File: config.mk
export PLATFORM = sky130hd
export DESIGN_NAME = spi_slave_regif
export DESIGN_NICKNAME = d
export VERILOG_FILES = /design/src/rtl/spi_slave_pkg.sv /design/src/rtl/spi_sync_edge.sv /design/src/rtl/spi_slave_regif.sv
export SDC_FILE = /design/constraint.sdc
export NUM_CORES = 1
export LEC_CHECK = 0
export BUFFER_PORTS_ARGS = -buffer_cell sky130_fd_sc_hd__buf_2
export CORE_ASPECT_RATIO = 0.7
export CORE_MARGIN = 5
export CORE_UTILIZATION = 50
export CTS_CLUSTER_SIZE = 25
export DETAILED_ROUTE_END_ITERATION = 10
export PLACE_DENSITY = 0.76
export SKIP_LAST_GASP = 1
export SYNTH_ARGS = -nofsm -noshare
export SYNTH_HDL_FRONTEND = slang
export SYNTH_SLANG_ARGS = --single-unit
File: constraint.sdc
create_clock -name clk -period 3 [get_ports clk]
set_clock_uncertainty 0.2 [all_clocks]
set_input_delay 0.15 -clock clk [delete_from_list [all_inputs] [get_ports clk]]
set_output_delay 0.15 -clock clk [all_outputs]
set_load 0.005 [all_outputs]
File: src/rtl/spi_slave_pkg.sv
// Shared frame constants and FSM state encoding for the SPI slave register interface.
package spi_slave_pkg;

    localparam int WR_FRAME_BITS = 24;
    localparam int RD_FRAME_BITS = 16;
    localparam int HDR_BITS      = 4;
    localparam int CMD_W         = 3;
    localparam int WDATA_W       = 20;
    localparam int RDATA_W       = 12;

    typedef enum logic [2:0] {
        IDLE,
        HDR,
        WR_DATA,
        RD_DATA,
        WAIT_DESEL
    } state_t;

endpackage

File: src/rtl/spi_sync_edge.sv
// Multi-stage synchronizer for one asynchronous SPI input, with rise/fall strobes
// taken from the synchronized copy.
module spi_sync_edge #(
    parameter int   STAGES  = 2,
    parameter logic RST_VAL = 1'b0
) (
    input  logic clk,
    input  logic rst_n,
    input  logic din,
    output logic sync,
    output logic rise,
    output logic fall
);

    logic [STAGES-1:0] chain;
    logic              prev;
    logic [STAGES:0]   warm;

    // Edges stay masked until the chain holds real samples, so a line that is
    // already low when reset releases does not look like a fresh falling edge.
    always_ff @(posedge clk or negedge rst_n) begin
        if (!rst_n) begin
            chain <= {STAGES{RST_VAL}};
            prev  <= RST_VAL;
            warm  <= '0;
        end else begin
            chain[0] <= din;
            for (int i = 1; i < STAGES; i++) begin
                chain[i] <= chain[i-1];
            end
            prev <= chain[STAGES-1];
            warm <= {warm[STAGES-1:0], 1'b1};
        end
    end

    assign sync = chain[STAGES-1];
    assign rise = warm[STAGES] & sync & ~prev;
    assign fall = warm[STAGES] & ~sync & prev;

endmodule

File: src/rtl/spi_slave_regif.sv
// SPI mode-0 slave that turns write frames into register write strobes and read
// frames into a read request whose returned data is shifted back out on MISO.
module spi_slave_regif
    import spi_slave_pkg::*;
#(
    parameter int SYNC_STAGES = 2,
    parameter int RD_LAT      = 2
) (
    input  logic               clk,
    input  logic               rst_n,
    input  logic               spi_clk,
    input  logic               spi_en_n,
    input  logic               spi_mosi,
    output logic               spi_miso,
    output logic               wr_valid,
    output logic [CMD_W-1:0]   wr_cmd,
    output logic [WDATA_W-1:0] wr_data,
    output logic               rd_req,
    output logic [CMD_W-1:0]   rd_cmd,
    input  logic [RDATA_W-1:0] rd_data,
    output logic               frame_err
);

    logic sclk_sync, sclk_rise, sclk_fall;
    logic en_sync, en_rise, en_fall;
    logic mosi_s, mosi_rise, mosi_fall;
    logic unused_edges;

    spi_sync_edge #(.STAGES(SYNC_STAGES), .RST_VAL(1'b0)) u_sync_clk (
        .clk(clk), .rst_n(rst_n), .din(spi_clk),
        .sync(sclk_sync), .rise(sclk_rise), .fall(sclk_fall)
    );
    spi_sync_edge #(.STAGES(SYNC_STAGES), .RST_VAL(1'b1)) u_sync_en (
        .clk(clk), .rst_n(rst_n), .din(spi_en_n),
        .sync(en_sync), .rise(en_rise), .fall(en_fall)
    );
    spi_sync_edge #(.STAGES(SYNC_STAGES), .RST_VAL(1'b0)) u_sync_mosi (
        .clk(clk), .rst_n(rst_n), .din(spi_mosi),
        .sync(mosi_s), .rise(mosi_rise), .fall(mosi_fall)
    );

    assign unused_edges = &{1'b0, sclk_sync, en_sync, mosi_rise, mosi_fall};

    state_t             state_q, state_d;
    logic [4:0]         cnt_q, cnt_d;
    logic [WDATA_W-2:0] sr_q, sr_d;
    logic [RDATA_W-1:0] tx_q, tx_d;
    logic [1:0]         lat_q, lat_d;
    logic [CMD_W-1:0]   pend_cmd_q, pend_cmd_d;
    logic               miso_q, miso_d;
    logic               err_seen_q, err_seen_d;
    logic               wr_valid_q, wr_valid_d;
    logic [CMD_W-1:0]   wr_cmd_q, wr_cmd_d;
    logic [WDATA_W-1:0] wr_data_q, wr_data_d;
    logic               rd_req_q, rd_req_d;
    logic [CMD_W-1:0]   rd_cmd_q, rd_cmd_d;
    logic               frame_err_q, frame_err_d;

    always_ff @(posedge clk or negedge rst_n) begin
        if (!rst_n) begin
            state_q     <= IDLE;
            cnt_q       <= '0;
            sr_q        <= '0;
            tx_q        <= '0;
            lat_q       <= '0;
            pend_cmd_q  <= '0;
            miso_q      <= 1'b0;
            err_seen_q  <= 1'b0;
            wr_valid_q  <= 1'b0;
            wr_cmd_q    <= '0;
            wr_data_q   <= '0;
            rd_req_q    <= 1'b0;
            rd_cmd_q    <= '0;
            frame_err_q <= 1'b0;
        end else begin
            state_q     <= state_d;
            cnt_q       <= cnt_d;
            sr_q        <= sr_d;
            tx_q        <= tx_d;
            lat_q       <= lat_d;
            pend_cmd_q  <= pend_cmd_d;
            miso_q      <= miso_d;
            err_seen_q  <= err_seen_d;
            wr_valid_q  <= wr_valid_d;
            wr_cmd_q    <= wr_cmd_d;
            wr_data_q   <= wr_data_d;
            rd_req_q    <= rd_req_d;
            rd_cmd_q    <= rd_cmd_d;
            frame_err_q <= frame_err_d;
        end
    end

    // The bit edge of this cycle is resolved first; a deselect seen in the same
    // cycle then closes whatever state that edge left the frame in.
    always_comb begin
        state_d     = state_q;
        cnt_d       = cnt_q;
        sr_d        = sr_q;
        tx_d        = tx_q;
        lat_d       = (lat_q != 2'd0) ? lat_q - 2'd1 : 2'd0;
        pend_cmd_d  = pend_cmd_q;
        miso_d      = miso_q;
        err_seen_d  = err_seen_q;
        wr_valid_d  = 1'b0;
        wr_cmd_d    = wr_cmd_q;
        wr_data_d   = wr_data_q;
        rd_req_d    = 1'b0;
        rd_cmd_d    = rd_cmd_q;
        frame_err_d = 1'b0;

        if (lat_q == 2'd1) begin
            tx_d = rd_data;
        end

        case (state_q)
            IDLE: begin
                miso_d = 1'b0;
                if (en_fall) begin
                    state_d = HDR;
                    cnt_d   = '0;
                    sr_d    = '0;
                end
            end
            HDR: begin
                if (sclk_rise) begin
                    sr_d  = {sr_q[WDATA_W-3:0], mosi_s};
                    cnt_d = cnt_q + 5'd1;
                    if (cnt_q == 5'(HDR_BITS - 1)) begin
                        pend_cmd_d = {sr_q[1:0], mosi_s};
                        if (sr_q[2]) begin
                            state_d = WR_DATA;
                        end else begin
                            state_d  = RD_DATA;
                            rd_req_d = 1'b1;
                            rd_cmd_d = {sr_q[1:0], mosi_s};
                            lat_d    = 2'(RD_LAT);
                        end
                    end
                end
            end
            WR_DATA: begin
                if (sclk_rise) begin
                    sr_d  = {sr_q[WDATA_W-3:0], mosi_s};
                    cnt_d = cnt_q + 5'd1;
                    if (cnt_q == 5'(WR_FRAME_BITS - 1)) begin
                        wr_valid_d = 1'b1;
                        wr_cmd_d   = pend_cmd_q;
                        wr_data_d  = {sr_q, mosi_s};
                        state_d    = WAIT_DESEL;
                        err_seen_d = 1'b0;
                    end
                end
            end
            RD_DATA: begin
                if (sclk_fall) begin
                    miso_d = tx_d[RDATA_W-1];
                    tx_d   = {tx_d[RDATA_W-2:0], 1'b0};
                end
                if (sclk_rise) begin
                    cnt_d = cnt_q + 5'd1;
                    if (cnt_q == 5'(RD_FRAME_BITS - 1)) begin
                        state_d    = WAIT_DESEL;
                        miso_d     = 1'b0;
                        err_seen_d = 1'b0;
                    end
                end
            end
            WAIT_DESEL: begin
                miso_d = 1'b0;
                if (sclk_rise && !err_seen_q) begin
                    frame_err_d = 1'b1;
                    err_seen_d  = 1'b1;
                end
            end
            default: state_d = IDLE;
        endcase

        if (en_rise) begin
            if (state_d inside {HDR, WR_DATA, RD_DATA}) begin
                frame_err_d = 1'b1;
            end
            state_d = IDLE;
            miso_d  = 1'b0;
        end
    end

    assign spi_miso  = miso_q;
    assign wr_valid  = wr_valid_q;
    assign wr_cmd    = wr_cmd_q;
    assign wr_data   = wr_data_q;
    assign rd_req    = rd_req_q;
    assign rd_cmd    = rd_cmd_q;
    assign frame_err = frame_err_q;

endmodule
==> impl_results.md <==
- Status: finished, final reports clean
- Detailed-route via count: between 2000 and 2500
- Root Driver: clkbuf_8
- Worst path bufs/invs: 0
- Worst-path cell with the longest stage delay: or4_1
- Leak: ~2.1 nW
- CP cell instances: ha_1 > or4b_1 > or4_1 > nor2_8 > mux2_4
- ANT nets after route: 0
- Detailed-router iteration count before antenna repair: 4
- Gr usage total: between 10% and 20%
- Post-synth EDFFs: 0
- # rows: 25
- Final Cycle Share: 85.73%
- Synthesized area: roughly 3600 um^2
- Vias per std cell: 5.225
- Final setup TNS: 0 ns
- Min cycle time layout: 2.572 ns
- DP HPWL: roughly 4400 um
- Post-synth ARST share: between 90% and 100%
- Skew-Pair Late Insertion Delay: around 0.35 ns
- Setup violations, final: 0
- CP Capture Type: flip-flop
- Worst Hold Class: input pin to flip-flop
- CP Class: flip-flop to flip-flop
- Seq/Total Area, Yosys: ~60%
- Number of global-route vias before repair: about 2400
- Post-Synth Adder-Cell Area: less than 1%
- Area Growth Syn to Fin: 19.13%
- Post-CTS Resized: 0
- Max-Cap Viols: 0
- Clock-pin slew on the worst setup and hold paths: approximately 0.080 ns
- Share of the synthesized area in the top cell type: between 50 and 60%
- DIE HEIGHT: 81.03 um
- Top post-synthesis cells by area: dfrtp_1, mux2_2, mux2i_1
- Clock buffer depth: 2
- Synthesized net count: 297
- DR WL/cell: ~15 um
- Final Power: about 2.1 mW
- Slew HR: around 30%
- RD Place Congestion: 0.8829
- Hold Violations, Final: 0
- Critical Path Start Type: flip-flop
- CTS tree: yes
- RSZ-0062 raised after global routing: no
- I/O pins: 47
- Tightest Pin Transition: ~1.0 ns
- Syn Area/Cell: between 10 and 15 um^2
- Critical path required time: between 3 and 4 ns
- Share of layout cells above drive strength 1: 32.76%
- Synth Area in Simple Gates: between 8 and 9%
- Largest net degree at the start of global routing: slightly below 90
- DRC violation count after routing: 0
- WP data arrival: 2.61 ns
- Predominant post-synthesis flop cell: dfrtp_1
- Cells after synthesis: between 200 and 300
- Compound-Gate Fraction of Synth Area: under 10%
- 1st-iter DRT viols: around 180
- Max Fclk: slightly below 0.4 GHz
- Crit Path Max Fanout: 7
- Max incr delay on CP: approximately 0.62 ns
- Post-CTS setup repair buffer count: 0
- IR drop worst, VDD: around 0.00031 V
- Clock sink total: 86
- Initial antenna violation count: 0
- Chip width: about 110 um
- Seq cells post-synth: between 80 and 90
- Final WL: 6706 um
- PwrDens: 489.5 nW/um^2
- Ys Warns: 0
- Nets: between 300 and 400
- Multiplexer share of the synthesized area: a little under a fifth
- Top delay family on crit path: simple AND/OR/NAND/NOR gates
- Global-route wire length before repair: 11810 um
- Synth Area in XOR/XNOR: less than 1%
- Largest area contributor in the netlist: dfrtp_1
- Synth cell types: between 40 and 50
- Initial Utilization: 52.36%
- H-tree depth: 3
- Final Slew Violations: 0
- # diodes: 0
- Largest family of logic cells by synthesized area: multiplexers
- Clock buffer count from CTS: 9
- Die Area: 9031 um^2
- PortBufs: 46
- Aggregate global routing overflow: 0
- Core box area: 6882 um^2
==> registers in the layout, indices dropped and copies added, names as in the netlist, 3 cells and up <==
register and cells:
state_q 3, wr_cmd 3, cnt_q 5, sr_q 19
rd_cmd 3, wr_data 20, pend_cmd_q 3, tx_q 12
==> worst paths after layout <==
kind                                                       to  cells past startpoint  slack, ns                          start
worst max-delay path                    rd_cmd[2]$_DFFE_PN0P_                      5       0.43           cnt_q[0]$_DFFE_PN0P_
worst min-delay path                     spi_miso$_DFFE_PN0P_                      4       0.12                    rd_data[11]
worst max register to register          rd_cmd[2]$_DFFE_PN0P_                      5       0.43           cnt_q[0]$_DFFE_PN0P_
worst min register to register  u_sync_clk.chain[1]$_DFF_PN0_                      0       0.15  u_sync_clk.chain[0]$_DFF_PN0_
max in group asynchronous             wr_data[17]$_DFFE_PN0P_                      2       1.60                          rst_n
min in group asynchronous              wr_data[5]$_DFFE_PN0P_                      2       0.33                          rst_n
==> layout make-up <==
class,instances,area [um^2]
clock buffers,12,145.1
flip-flops and latches,86,2156
clock inverters,4,22.52
repair buffers,72,475.5
multi-input cells,165,1331
well taps,94,117.6
inverters,12,45.04
fillers,549,2589
==> cells in the final DEF (no fill, tap or decap), drive strengths merged, types with 2 or more instances in the layout <==
cell         netlist  routed
a211oi             2       2
a21o               2       2
a21oi              6       6
and3b              2       2
buf                9      53
clkbuf             6      12
clkinv             0       3
dfrtp             83      83
dfstp              3       3
dlygate4sd3        0      19
ha                 2       2
inv               12      12
mux2              39      39
mux2i             23      23
nand2              6       6
nand2b             2       2
nand3              3       3
nor2              12      12
nor3              14      14
nor3b              2       2
nor4               2       2
o211ai            10      10
o21ai             15      15
o21bai             2       2
==> logic make-up (layout without fill, tap and decap cells) <==
kind of cell | Yosys count | after routing
AO/OA/AOI/OAI | 44 | 44
XOR/XNOR | 1 | 1
adder cells (fa/ha/maj) | 2 | 2
buffers and inverters | 27 | 100
flip-flops | 86 | 86
multiplexers | 62 | 62
other | 1 | 1
AND/OR/NAND/NOR | 55 | 55
==> through the flow <==
step | hold WS [ns] | setup WS [ns] | std cells | area, um^2 | util, %
after global routing | 0.1625 | 0.3495 | 445 | 4293 | 62.38
final | 0.1163 | 0.4281 | 445 | 4293 | 62.38
after floorplan | -0.3456 | 0.6669 | 278 | 3603 | -
after CTS | 0.1080 | 0.4384 | 445 | 4293 | 62.38
after detailed placement | 0.05753 | 0.4462 | 410 | 3935 | 57.18
after global placement | 0.05696 | 0.5138 | 410 | 3935 | 57.18
==> timing repair <==
item | in CTS | in global routing
hold buffers | 19 | 0
setup endpoints to repair | 0 | 0
endpoints found under the hold margin | 98 | 0
==> power by group <==
part / total (mW) / switching [mW] / internal (mW)
clock network: 0.697 / 0.377 / 0.320
registers: 1.23 / 0.0367 / 1.19
logic: 0.173 / 0.102 / 0.0704
==> Yosys cell counts, types with 2 or more instances <==
| library cell | n |
|---|---|
| nor3b_1 | 2 |
| a211oi_1 | 2 |
| and3b_1 | 2 |
| buf_2 | 5 |
| o21ai_0 | 15 |
| dfstp_2 | 3 |
| nor2_1 | 11 |
| nor3_1 | 13 |
| ha_1 | 2 |
| o211ai_1 | 10 |
| mux2_4 | 3 |
| dfrtp_1 | 83 |
| nor4_1 | 2 |
| a21oi_1 | 6 |
| inv_1 | 12 |
| nand2_1 | 6 |
| clkbuf_1 | 6 |
| nand2b_1 | 2 |
| buf_6 | 2 |
| buf_1 | 2 |
| mux2_2 | 36 |
| nand3_1 | 3 |
| o21bai_1 | 2 |
| mux2i_1 | 23 |
==> tightest hold or removal path, cell delays in order <==
cell     delay, ns
buf_2         0.08
mux2_2        0.15
mux2i_1       0.07
nor4_1        0.16
==> per-layer routing <==
metal | part of all wire [%] | GRT usage (%) | vias up
li1 | - | - | 1132
met1 | 48 | 22.78 | 1144
met2 | 45 | 25.21 | 45
met3 | 5.5 | 6.925 | 4
met4 | 1.1 | 4.374 | 0
met5 | 0 | 0 | -
Note: power is estimated with default switching activity, not from simulation.
